[config.mk]
export PLATFORM = sky130hd
export DESIGN_NAME = interrupt_acknowledge_sequencer_flat
export DESIGN_NICKNAME = d
export VERILOG_FILES = /design/src/rtl/interrupt_acknowledge_sequencer_if.sv /design/src/rtl/interrupt_acknowledge_sequencer.sv /design/src/flat_wrapper.sv
export SDC_FILE = /design/constraint.sdc
export NUM_CORES = 1
export LEC_CHECK = 0
export ABC_AREA = 0
export ABC_CLOCK_PERIOD_IN_PS = 3450
export CAP_MARGIN = 20
export CORE_ASPECT_RATIO = 0.9
export CORE_MARGIN = 3
export CORE_UTILIZATION = 40
export DETAILED_ROUTE_END_ITERATION = 8
export GPL_TIMING_DRIVEN = 0
export HOLD_SLACK_MARGIN = 0.08
export PLACE_DENSITY = 0.71
export SETUP_SLACK_MARGIN = 0.02
export SYNTH_ARGS = -nofsm -noshare
export SYNTH_HDL_FRONTEND = slang
export SYNTH_SLANG_ARGS = --single-unit
[constraint.sdc]
create_clock -name clock -period 3.45 [get_ports clock]
set_clock_uncertainty 0.1 [all_clocks]
set_input_delay 0.69 -clock clock [delete_from_list [all_inputs] [get_ports clock]]
set_output_delay 0.69 -clock clock [all_outputs]
set_load 0.05 [all_outputs]
[src/rtl/interrupt_acknowledge_sequencer_if.sv]
// CPU-side interrupt acknowledge bus for interrupt_acknowledge_sequencer.
//   interrupt_acknowledge_n : CPU INTA, active low, synchronous to clock
//   interrupt_to_cpu        : INT request to the CPU
//   data_bus_out            : vector byte {T7..T3, level}
//   data_bus_out_enable     : 1 = data_bus_out valid and driven
// Modports: master = CPU side, slave = sequencer side.
interface interrupt_acknowledge_sequencer_if;
  logic       interrupt_acknowledge_n;
  logic       interrupt_to_cpu;
  logic [7:0] data_bus_out;
  logic       data_bus_out_enable;

  modport master (
    output interrupt_acknowledge_n,
    input  interrupt_to_cpu,
    input  data_bus_out,
    input  data_bus_out_enable
  );

  modport slave (
    input  interrupt_acknowledge_n,
    output interrupt_to_cpu,
    output data_bus_out,
    output data_bus_out_enable
  );
endinterface

[src/rtl/interrupt_acknowledge_sequencer.sv]
// 8259-style interrupt acknowledge sequencer with rotating, fully nested
// priority and a two-pulse INTA handshake.
// Ports:
//   clock, reset                : clock (rising edge), async active-high reset
//   cpu_bus (slave)             : INTA in; INT, vector byte and enable out
//   interrupt_request_register  : pending requests IR0..IR7
//   interrupt_mask              : 1 = level masked
//   priority_rotate             : lowest-priority level
//   interrupt_vector_base       : vector bits T7..T3
//   auto_eoi_config             : auto-EOI select (used only with AUTO_EOI_EN)
//   end_of_interrupt            : one-cycle EOI strobe
//   eoi_specific, eoi_level     : specific EOI select and level
//   in_service_register         : levels in service
//   clear_interrupt_request     : one-cycle one-hot clear to the request register
// Build option: define AUTO_EOI_EN to enable auto-EOI on the ACK2 -> IDLE step.
module interrupt_acknowledge_sequencer (
  input  logic       clock,
  input  logic       reset,
  interrupt_acknowledge_sequencer_if.slave cpu_bus,
  input  logic [7:0] interrupt_request_register,
  input  logic [7:0] interrupt_mask,
  input  logic [2:0] priority_rotate,
  input  logic [4:0] interrupt_vector_base,
  input  logic       auto_eoi_config,
  input  logic       end_of_interrupt,
  input  logic       eoi_specific,
  input  logic [2:0] eoi_level,
  output logic [7:0] in_service_register,
  output logic [7:0] clear_interrupt_request
);

  typedef enum logic [2:0] {IDLE, INT_PENDING, ACK1, WAIT2, ACK2} state_t;

  state_t     state_q, state_d;
  logic       inta_prev_q;
  logic       int_q, int_d;
  logic [7:0] isr_q, isr_d;
  logic [7:0] clr_q, clr_d;
  logic [7:0] dbo_q, dbo_d;
  logic       oe_q, oe_d;
  logic [2:0] level_q, level_d;

  logic       inta_fall, inta_rise;
  logic [7:0] eligible;
  logic [2:0] lvl;
  logic       win_valid, win_ok, isr_busy;
  logic [2:0] win_level, win_rank, isr_top_level, isr_top_rank;
  logic [7:0] isr_set, isr_eoi_clr, auto_clr;

`ifndef AUTO_EOI_EN
  logic unused_auto_eoi;
  assign unused_auto_eoi = auto_eoi_config;
`endif

  assign inta_fall = inta_prev_q & ~cpu_bus.interrupt_acknowledge_n;
  assign inta_rise = ~inta_prev_q & cpu_bus.interrupt_acknowledge_n;

  // Scan from highest priority (rotate+1) downward; rank 0 is highest.
  always_comb begin
    eligible      = interrupt_request_register & ~interrupt_mask;
    lvl           = '0;
    win_valid     = 1'b0;
    win_level     = '0;
    win_rank      = '0;
    isr_busy      = 1'b0;
    isr_top_level = '0;
    isr_top_rank  = '0;
    for (int unsigned k = 0; k < 8; k++) begin
      lvl = priority_rotate + 3'(k + 1);
      if (!win_valid && eligible[lvl]) begin
        win_valid = 1'b1;
        win_level = lvl;
        win_rank  = 3'(k);
      end
      if (!isr_busy && isr_q[lvl]) begin
        isr_busy      = 1'b1;
        isr_top_level = lvl;
        isr_top_rank  = 3'(k);
      end
    end
    // Fully nested: a winner must outrank every level already in service.
    win_ok = win_valid && (!isr_busy || (win_rank < isr_top_rank));
  end

  always_comb begin
    state_d  = state_q;
    level_d  = level_q;
    clr_d    = '0;
    dbo_d    = '0;
    oe_d     = 1'b0;
    isr_set  = '0;
    auto_clr = '0;
    case (state_q)
      IDLE: if (win_ok) state_d = INT_PENDING;
      INT_PENDING: begin
        if (inta_fall) begin
          state_d = ACK1;
          if (win_ok) begin
            level_d            = win_level;
            isr_set[win_level] = 1'b1;
            clr_d[win_level]   = 1'b1;
          end else begin
            level_d = 3'd7;
          end
        end else if (!win_ok) begin
          state_d = IDLE;
        end
      end
      ACK1: if (inta_rise) state_d = WAIT2;
      WAIT2: begin
        if (inta_fall) begin
          state_d = ACK2;
          dbo_d   = {interrupt_vector_base, level_q};
          oe_d    = 1'b1;
        end
      end
      ACK2: begin
        if (inta_rise) begin
          state_d = IDLE;
`ifdef AUTO_EOI_EN
          if (auto_eoi_config) auto_clr[level_q] = 1'b1;
`endif
        end else begin
          dbo_d = dbo_q;
          oe_d  = oe_q;
        end
      end
      default: state_d = IDLE;
    endcase

    // EOI acts on the pre-cycle ISR; a same-cycle acknowledge set wins.
    isr_eoi_clr = '0;
    if (end_of_interrupt) begin
      if (eoi_specific) isr_eoi_clr[eoi_level] = 1'b1;
      else if (isr_busy) isr_eoi_clr[isr_top_level] = 1'b1;
    end
    isr_d = ((isr_q & ~isr_eoi_clr) | isr_set) & ~auto_clr;
    int_d = (state_d == INT_PENDING) || (state_d == ACK1) || (state_d == WAIT2);
  end

  always_ff @(posedge clock or posedge reset) begin
    if (reset) begin
      state_q     <= IDLE;
      inta_prev_q <= 1'b1;
      int_q       <= 1'b0;
      isr_q       <= '0;
      clr_q       <= '0;
      dbo_q       <= '0;
      oe_q        <= 1'b0;
      level_q     <= '0;
    end else begin
      state_q     <= state_d;
      inta_prev_q <= cpu_bus.interrupt_acknowledge_n;
      int_q       <= int_d;
      isr_q       <= isr_d;
      clr_q       <= clr_d;
      dbo_q       <= dbo_d;
      oe_q        <= oe_d;
      level_q     <= level_d;
    end
  end

  assign cpu_bus.interrupt_to_cpu    = int_q;
  assign cpu_bus.data_bus_out        = dbo_q;
  assign cpu_bus.data_bus_out_enable = oe_q;
  assign in_service_register         = isr_q;
  assign clear_interrupt_request     = clr_q;

endmodule

[src/flat_wrapper.sv]
// flat-port wrapper written by rule: the top's interface ports become plain ports
module interrupt_acknowledge_sequencer_flat 
  (clock, reset, interrupt_request_register, interrupt_mask, priority_rotate, interrupt_vector_base, auto_eoi_config, end_of_interrupt, eoi_specific, eoi_level, in_service_register, clear_interrupt_request, cpu_bus_interrupt_acknowledge_n, cpu_bus_interrupt_to_cpu, cpu_bus_data_bus_out, cpu_bus_data_bus_out_enable);
  interrupt_acknowledge_sequencer_if cpu_bus_i ();
  input  logic clock;
  input  logic reset;
  input  logic [7:0] interrupt_request_register;
  input  logic [7:0] interrupt_mask;
  input  logic [2:0] priority_rotate;
  input  logic [4:0] interrupt_vector_base;
  input  logic auto_eoi_config;
  input  logic end_of_interrupt;
  input  logic eoi_specific;
  input  logic [2:0] eoi_level;
  output logic [7:0] in_service_register;
  output logic [7:0] clear_interrupt_request;
  input wire logic [$bits(cpu_bus_i.interrupt_acknowledge_n)-1:0] cpu_bus_interrupt_acknowledge_n;
  output wire logic [$bits(cpu_bus_i.interrupt_to_cpu)-1:0] cpu_bus_interrupt_to_cpu;
  output wire logic [$bits(cpu_bus_i.data_bus_out)-1:0] cpu_bus_data_bus_out;
  output wire logic [$bits(cpu_bus_i.data_bus_out_enable)-1:0] cpu_bus_data_bus_out_enable;
  assign cpu_bus_i.interrupt_acknowledge_n = cpu_bus_interrupt_acknowledge_n;
  assign cpu_bus_interrupt_to_cpu = cpu_bus_i.interrupt_to_cpu;
  assign cpu_bus_data_bus_out = cpu_bus_i.data_bus_out;
  assign cpu_bus_data_bus_out_enable = cpu_bus_i.data_bus_out_enable;
  interrupt_acknowledge_sequencer u_core (.clock(clock), .reset(reset), .cpu_bus(cpu_bus_i), .interrupt_request_register(interrupt_request_register), .interrupt_mask(interrupt_mask), .priority_rotate(priority_rotate), .interrupt_vector_base(interrupt_vector_base), .auto_eoi_config(auto_eoi_config), .end_of_interrupt(end_of_interrupt), .eoi_specific(eoi_specific), .eoi_level(eoi_level), .in_service_register(in_service_register), .clear_interrupt_request(clear_interrupt_request));
endmodule
==> Yosys cells after proc, flatten, opt, wreduce, memory -nomap -nowiden <==
Cells that the tools add are included.
{ "op_classes": {"div": 0, "mux": 104, "order_cmp": 15, "n_bitwise": 9, "shifts": 0, "n_addsub": 7, "reduce_logical": 38, "eq_ne": 8, "mul": 0} }
{ "op_table": {"columns": ["operator", "n"], "rows": [
  ["3-bit 2-to-1 mux", 33],
  ["8-bit 2-to-1 mux", 8],
  ["1-bit binary-select mux with 3-bit select", 16],
  ["3-bit by 4-bit < comparator with 1-bit output, second input constant", 11],
  ["1-bit 2-to-1 mux", 39],
  ["1-bit logical AND", 18],
  ["8-bit AND", 2],
  ["8-bit NOT", 2],
  ["8-bit one-hot mux with 2 select lines", 1],
  ["1-bit logical NOT", 15],
  ["3-bit one-hot mux with 5 select lines", 1],
  ["3-bit adder, second input constant", 4],
  ["3-bit by 2-bit == test with 1-bit output, second input constant", 4],
  ["1-bit demux with 3-bit select", 3],
  ["3-bit by 1-bit >= comparator with 1-bit output, second input constant", 3],
  ["8-bit bitwise OR", 1],
  ["3-bit by 2-bit adder with 3-bit output, second input constant", 2],
  ["3-bit by 1-bit == test with 1-bit output, second input constant", 2],
  ["2-bit 2-to-1 mux", 2],
  ["3-bit by 1-bit adder with 3-bit output, second input constant", 1],
  ["3-bit == test, second input constant", 1],
  ["3-bit logical NOT", 1],
  ["1-bit logical OR", 3],
  ["3-bit < comparator", 1],
  ["other kinds (5)", 7]
]} }
{ "word_totals": {"mem_count": 0, "regBits": 33, "rom_bits": 0, "out_inout_bits": 26, "latch_bits": 0, "wordCells": 189, "ram_bits": 0} }

==> Depth between registers and ports, before layout <==
{ "depth": {"word_depth": 35, "ltp_mapped": 17, "depth_no_buf": 14} }

==> Worst setup path after synthesis <==
OpenSTA, ideal clock, no wires.
{ "synth_timing": {"path_kind": "in2reg", "start": "in priority_rotate[0]", "end": "reg u_core.int_q, in the netlist u_core.cpu_bus.interrupt_to_cpu", "setup_slack_ns": -0.747, "cell_stages": 14, "required_time_ns": 3.226, "arrival_ns": 3.973, "setup_ns": 0.124, "path_cell_list": "buf_6 -> inv_12 -> buf_6 -> ha_1 -> clkbuf_1 -> mux4_2 -> mux2_4 -> nand4b_4 -> a21o_2 -> ha_1 -> nand2_1 -> a311o_2 -> nor2b_4 -> o31a_1"} }
{ "synth_via": {"elab_chain_cells": 34} }
{ "synth_rtl": {"columns": ["element", "line_no", "rtl"], "rows": [
  ["start: declaration", "flat_wrapper.sv:9", "input logic [2:0] priority_rotate;"],
  ["3-bit by 1-bit adder with 3-bit output", "interrupt_acknowledge_sequencer.sv:69", "lvl = priority_rotate + 3'(k + 1);"],
  ["1-bit binary-select mux with 3-bit select (on tied branches)", "interrupt_acknowledge_sequencer.sv:70, interrupt_acknowledge_sequencer.sv:75", null],
  ["1-bit 2-to-1 mux (on tied branches) (2 in series)", "interrupt_acknowledge_sequencer.sv:70, interrupt_acknowledge_sequencer.sv:75", null],
  ["1-bit logical NOT (on tied branches)", "interrupt_acknowledge_sequencer.sv:70, interrupt_acknowledge_sequencer.sv:75", null],
  ["1-bit logical AND (on tied branches)", "interrupt_acknowledge_sequencer.sv:70, interrupt_acknowledge_sequencer.sv:75", null],
  ["1-bit 2-to-1 mux (on tied branches)", "interrupt_acknowledge_sequencer.sv:70, interrupt_acknowledge_sequencer.sv:75", null],
  ["1-bit logical NOT (on tied branches)", "interrupt_acknowledge_sequencer.sv:70, interrupt_acknowledge_sequencer.sv:75", null],
  ["1-bit logical AND (on tied branches)", "interrupt_acknowledge_sequencer.sv:70, interrupt_acknowledge_sequencer.sv:75", null],
  ["[... 18 more ...]", null, null],
  ["1-bit logical AND *", "interrupt_acknowledge_sequencer.sv:82", "win_ok = win_valid && (!isr_busy || (win_rank < isr_top_rank));"],
  ["3-bit 2-to-1 mux", "interrupt_acknowledge_sequencer.sv:105", "end else if (!win_ok) begin"],
  ["3-bit 2-to-1 mux", "interrupt_acknowledge_sequencer.sv:96", "if (inta_fall) begin"],
  ["3-bit one-hot mux with 5 select lines *", "interrupt_acknowledge_sequencer.sv:93", "case (state_q)"],
  ["3-bit by 1-bit == test with 1-bit output / 3-bit by 2-bit == test with 1-bit output (equally long branches)", "interrupt_acknowledge_sequencer.sv:138", "int_d = (state_d == INT_PENDING) || (state_d == ACK1) || (state_d == WAIT2);"],
  ["1-bit logical OR", "interrupt_acknowledge_sequencer.sv:138", null],
  ["1-bit logical OR *", "interrupt_acknowledge_sequencer.sv:138", null],
  ["net u_core.int_d", "interrupt_acknowledge_sequencer.sv:36", "logic int_q, int_d;"],
  ["end signal: assignment", "interrupt_acknowledge_sequencer.sv:154", "int_q <= int_d;"],
  ["end: declaration", "interrupt_acknowledge_sequencer.sv:36", null]
]} }
Mark *: on every way through the listed nets, which the timed path passes. The rest lies on a longest branch. The select of a mux whose other input is x is not followed.
A chain may end at the register's enable or synchronous reset.

==> Worst setup path after layout <==
{ "layout_timing": {"start": "in priority_rotate[0]", "end": "reg u_core.isr_q[1], in the netlist u_core.in_service_register[1]"} }
{ "layout_via": {"elab_chain_cells": 35} }
{ "layout_rtl": {"columns": ["element", "line_no", "rtl"], "rows": [
  ["3-bit by 1-bit adder with 3-bit output", "interrupt_acknowledge_sequencer.sv:69", null],
  ["1-bit binary-select mux with 3-bit select", "interrupt_acknowledge_sequencer.sv:75", "if (!isr_busy && isr_q[lvl]) begin"],
  ["1-bit 2-to-1 mux (implied by the code)", "interrupt_acknowledge_sequencer.sv:75", null],
  ["1-bit 2-to-1 mux", "interrupt_acknowledge_sequencer.sv:75", null],
  ["1-bit logical NOT", "interrupt_acknowledge_sequencer.sv:75", null],
  ["1-bit logical AND", "interrupt_acknowledge_sequencer.sv:75", null],
  ["1-bit 2-to-1 mux", "interrupt_acknowledge_sequencer.sv:75", null],
  ["1-bit logical NOT", "interrupt_acknowledge_sequencer.sv:75", null],
  ["[... 20 more ...]", null, null],
  ["1-bit demux with 3-bit select", null, null],
  ["8-bit 2-to-1 mux", "interrupt_acknowledge_sequencer.sv:135", "else if (isr_busy) isr_eoi_clr[isr_top_level] = 1'b1;"],
  ["8-bit 2-to-1 mux", "interrupt_acknowledge_sequencer.sv:134", "if (eoi_specific) isr_eoi_clr[eoi_level] = 1'b1;"],
  ["8-bit 2-to-1 mux", "interrupt_acknowledge_sequencer.sv:133", "if (end_of_interrupt) begin"],
  ["8-bit NOT", "interrupt_acknowledge_sequencer.sv:137", "isr_d = ((isr_q & ~isr_eoi_clr) | isr_set) & ~auto_clr;"],
  ["8-bit AND", "interrupt_acknowledge_sequencer.sv:137", null],
  ["8-bit bitwise OR *", "interrupt_acknowledge_sequencer.sv:137", null],
  ["net u_core.isr_d[1]", "interrupt_acknowledge_sequencer.sv:37", "logic [7:0] isr_q, isr_d;"],
  ["end signal: assignment", "interrupt_acknowledge_sequencer.sv:155", "isr_q <= isr_d;"],
  ["end: declaration", "interrupt_acknowledge_sequencer.sv:37", null]
]} }
Marked as above.

==> flow_summary.json <==
{
  "cp_data_required_time_ns": 3.50,
  "cts.path.max_buffers": 2,
  "design.core.area_mm2": 0.00869,
  "slew_headroom_pct": 44.0,
  "grt_max_degree": 21,
  "grt_first_pass_wirelength_um": 17900,
  "global_route.usage.total_pct": 21.6,
  "status": "complete, but fails checks",
  "cts.root.buffer_cell": "sky130_fd_sc_hd__clkbuf_8",
  "muxShareOfSynthArea_pct": 24.3,
  "post_synth_and_or_nand_nor_area_fraction_pct": 21.4,
  "syn-instance-count": 356,
  "worstSetupEndpointType": "flop",
  "die_area_mm2": 0.0103,
  "violations_in_the_final_reports": "setup timing",
  "ffs_latches_synth": 33,
  "grt.met2_usage_pct": 37.2,
  "fin_crit_ns": 3.64,
  "synth_top_family_by_area": "multiplexers",
  "drv_cap": 0,
  "peak_supply_drop_v": 0.000638,
  "global_route.overflow_total": 0,
  "cts_num_sinks": 33,
  "yosys.area_share.adder_pct": 1.38,
  "routed_wirelength_um": 11300,
  "placementRows": 32,
  "syn_nets": 393,
  "drt-initial-drc-count": 237,
  "worst_setup_path_start_kind": "primary input",
  "finalWorstSetupSlack_ns": -0.190,
  "synth_top_area_share_pct": 22.1,
  "worstPathArrival_ns": 3.69,
  "die_span_in_x_um": 106,
  "power_per_cell_area_mw_per_mm2": 631,
  "timing_hold_violations_final": 0,
  "critPathMaxStageDelay_ns": 0.36,
  "timing_max_transition_violations_final": 0,
  "cts-htree-levels": 2,
  "tritoncts": "yes",
  "crit_path_max_fanout": 5,
  "wl_per_cell_um": 19.3,
  "crit_path_cell_trace": "buf_8 -> buf_12 -> inv_12 -> buf_12 -> ha_4 -> clkbuf_16 -> mux4_2 -> mux2_4 -> nand4b_4 -> buf_4 -> a211o_1 -> a31oi_2 -> nand3b_1 -> nor3b_1 -> o32ai_2",
  "edff_count_synth": 0,
  "top_level_ports": 59,
  "peak_clock_frequency_supported_by_timing_ghz": 0.275,
  "final_layout_size_suffix_gt1_share_pct": 38.0,
  "timing.critical_path.mode_cell": "sky130_fd_sc_hd__buf_12",
  "fin_crit_sh_pct": 106,
  "groute.layer.met3.usage_pct": 4.92,
  "die_y_um": 96.4,
  "stdcell_area_mm2": 0.00533,
  "synth_xor_area_share_pct": 2.07,
  "leakagePower_nw": 2.16,
  "slowest_stage": "sky130_fd_sc_hd__mux4_2",
  "synth-compound-area-share_pct": 23.2,
  "synthMostInstantiatedCell": "sky130_fd_sc_hd__dfrtp_1",
  "ys_warn_count": 0,
  "numPortBuffers": 56,
  "setup_repair_after_global_routing_missed_its_margin": "true",
  "ys_top_cells_by_area": "sky130_fd_sc_hd__dfrtp_1 22%, sky130_fd_sc_hd__mux4_2 13%, sky130_fd_sc_hd__mux2i_1 4.1%",
  "fill_cells": 685,
  "synth.avg_cell_area_um2": 10.2,
  "hold_path_class": "flop to flop",
  "placement.cell_area_mm2": 0.00443,
  "start_util_pct": 41.8,
  "drt.antenna.violating_nets": 0,
  "finish.net_count": 504,
  "routed-via-count": 3649,
  "worstMarginPinSlew_ns": 0.838,
  "cts_buffers": 5,
  "clk_latency_ns": 0.28,
  "cts.reportedPaths.clkPinSlew_ns": 0.07,
  "synth_area_leader_cell": "sky130_fd_sc_hd__dfrtp_1",
  "synthArstFlopShare_pct": 100,
  "timing.setup.critical_path_class": "primary input to flop",
  "area_growth_pct": 46.8,
  "fraction_of_the_yosys_area_taken_by_sequential_cells_pct": 22.8,
  "whs_ns": 0.388,
  "hpwl_detailed_um": 7610,
  "netlist_area_mm2": 0.00363,
  "drt_pre_antenna_iters": 5,
  "post_drt_via_cell_ratio": 6.22,
  "post_synth_most_frequent_cells": "32 x sky130_fd_sc_hd__dfrtp_1, 28 x sky130_fd_sc_hd__nand2_1, 23 x sky130_fd_sc_hd__nor2_1",
  "use_met1_pct": 28.2,
  "globalplace.congestion": 0.986,
  "antenna_found_initial": 0,
  "report.final.setup_viol": 21,
  "synthFlopType": "sky130_fd_sc_hd__dfrtp_1",
  "drc_errors_left": 0,
  "via_count_of_the_first_global_routing_pass": 3599,
  "final_antenna_diode_count": 0,
  "post_synth_num_cell_types": 84,
  "cts-hold-fix-buffers": 0,
  "grt.busiest_layer": "met2"
}
## report_power, final
group          switching (W)  internal, W
logic                0.00129      0.00111
clock network       0.000135     0.000235
registers           0.000121     0.000474
total                0.00154      0.00182
## flip-flops by register name, indices dropped and copies added, names as in the netlist
name,flops
u_core.clear_interrupt_request,8
u_core.cpu_bus.data_bus_out,8
u_core.in_service_register,8
u_core.level_q,3
u_core.state_q,3
u_core.cpu_bus.data_bus_out_enable,1
u_core.cpu_bus.interrupt_to_cpu,1
u_core.inta_prev_q,1
## layer usage
layer,part of all wire (%),vias to the layer above
li1,-,1635
met4,1.4,0
met1,43,1834
met2,49,164
met5,0,-
met3,6.7,16
## cell usage in the layout, fill, tap and decap left out, types with 5 or more instances in the layout
cell and n:
sky130_fd_sc_hd__o31ai_1 6, sky130_fd_sc_hd__o32ai_2 6, sky130_fd_sc_hd__nand2b_4 8, sky130_fd_sc_hd__inv_1 9, sky130_fd_sc_hd__mux2i_1 13, sky130_fd_sc_hd__nor2_1 21, sky130_fd_sc_hd__dlygate4sd2_1 7, sky130_fd_sc_hd__nand3_1 7
sky130_fd_sc_hd__a211oi_1 7, sky130_fd_sc_hd__buf_4 40, sky130_fd_sc_hd__o211ai_1 8, sky130_fd_sc_hd__dlymetal6s2s_1 7, sky130_fd_sc_hd__a21oi_1 13, sky130_fd_sc_hd__clkbuf_8 8, sky130_fd_sc_hd__o21ai_0 10, sky130_fd_sc_hd__nor3_2 5
sky130_fd_sc_hd__mux4_2 23, sky130_fd_sc_hd__a22o_1 8, sky130_fd_sc_hd__nor2b_1 12, sky130_fd_sc_hd__nand2_1 27, sky130_fd_sc_hd__clkdlybuf4s50_1 40, sky130_fd_sc_hd__buf_6 8, sky130_fd_sc_hd__dfrtp_1 32, sky130_fd_sc_hd__mux2i_4 8
sky130_fd_sc_hd__nor3_1 5
## metrics by stage
step,setup TNS [ns],instances,utilization [%],worst slack [ns],total power [W]
floorplan,-5.10,356,-,-0.332,0.00204
global placement,-22.09,531,50.9,-1.18,0.00246
detailed placement,-23.19,532,51.0,-1.20,0.00249
CTS,-2.19,575,58.5,-0.155,0.00321
global route,-4.35,587,61.3,-0.252,0.00355
finish,-2.61,587,61.3,-0.190,0.00336
## final timing paths
check | cells past startpoint | slack (ns) | endpoint | start
worst max-delay path | 15 | -0.19 | u_core.in_service_register[1] | priority_rotate[0]
worst max register to register | 10 | 0.18 | u_core.cpu_bus.interrupt_to_cpu | u_core.in_service_register[5]
max in group asynchronous | 3 | 1.81 | u_core.inta_prev_q | reset
min in group asynchronous | 2 | 0.77 | u_core.in_service_register[7] | reset
worst min-delay path | 1 | 0.39 | u_core.cpu_bus.data_bus_out_enable | u_core.cpu_bus.data_bus_out_enable
worst min register to register | 1 | 0.39 | u_core.cpu_bus.data_bus_out_enable | u_core.cpu_bus.data_bus_out_enable
## kinds of logic (layout without fill, tap and decap cells)
logic type,count (synthesis),in the layout
compound gates,108,108
xor+xnor,6,6
fa+ha+maj,4,4
buf+inv,28,139
flops,33,33
mux,50,50
simple gates,127,128
## worst max-delay path: cells and delay by family
kind / cells / cell delay (ns)
and+or+nand+nor: 3 / 0.68
adders and majority gates: 1 / 0.32
buffers and inverters: 6 / 0.68
muxes: 2 / 0.67
AOI/OAI and AO/OA: 3 / 0.66
## cell type report
class                           instances  area, um2  share of cell area [%]
Multi-Input combinational cell        296       3020                    56.7
Clock inverter                          1       30.0                   0.563
Timing Repair Buffer                  103        965                    18.1
Buffer                                 16        176                    3.31
Tap cell                              119        149                    2.79
Inverter                               12       72.6                    1.36
Sequential cell                        33        827                    15.5
Clock buffer                            7       86.3                    1.62
## what timing repair did
item / in CTS / in global routing
endpoints found under the setup margin: 21 / 21
gates resized for setup: 73 / 30
buffers inserted: 33 / 11
pin swaps: 17 / 7
cloned: 2 / 0
(Power assumes the default switching activity.)
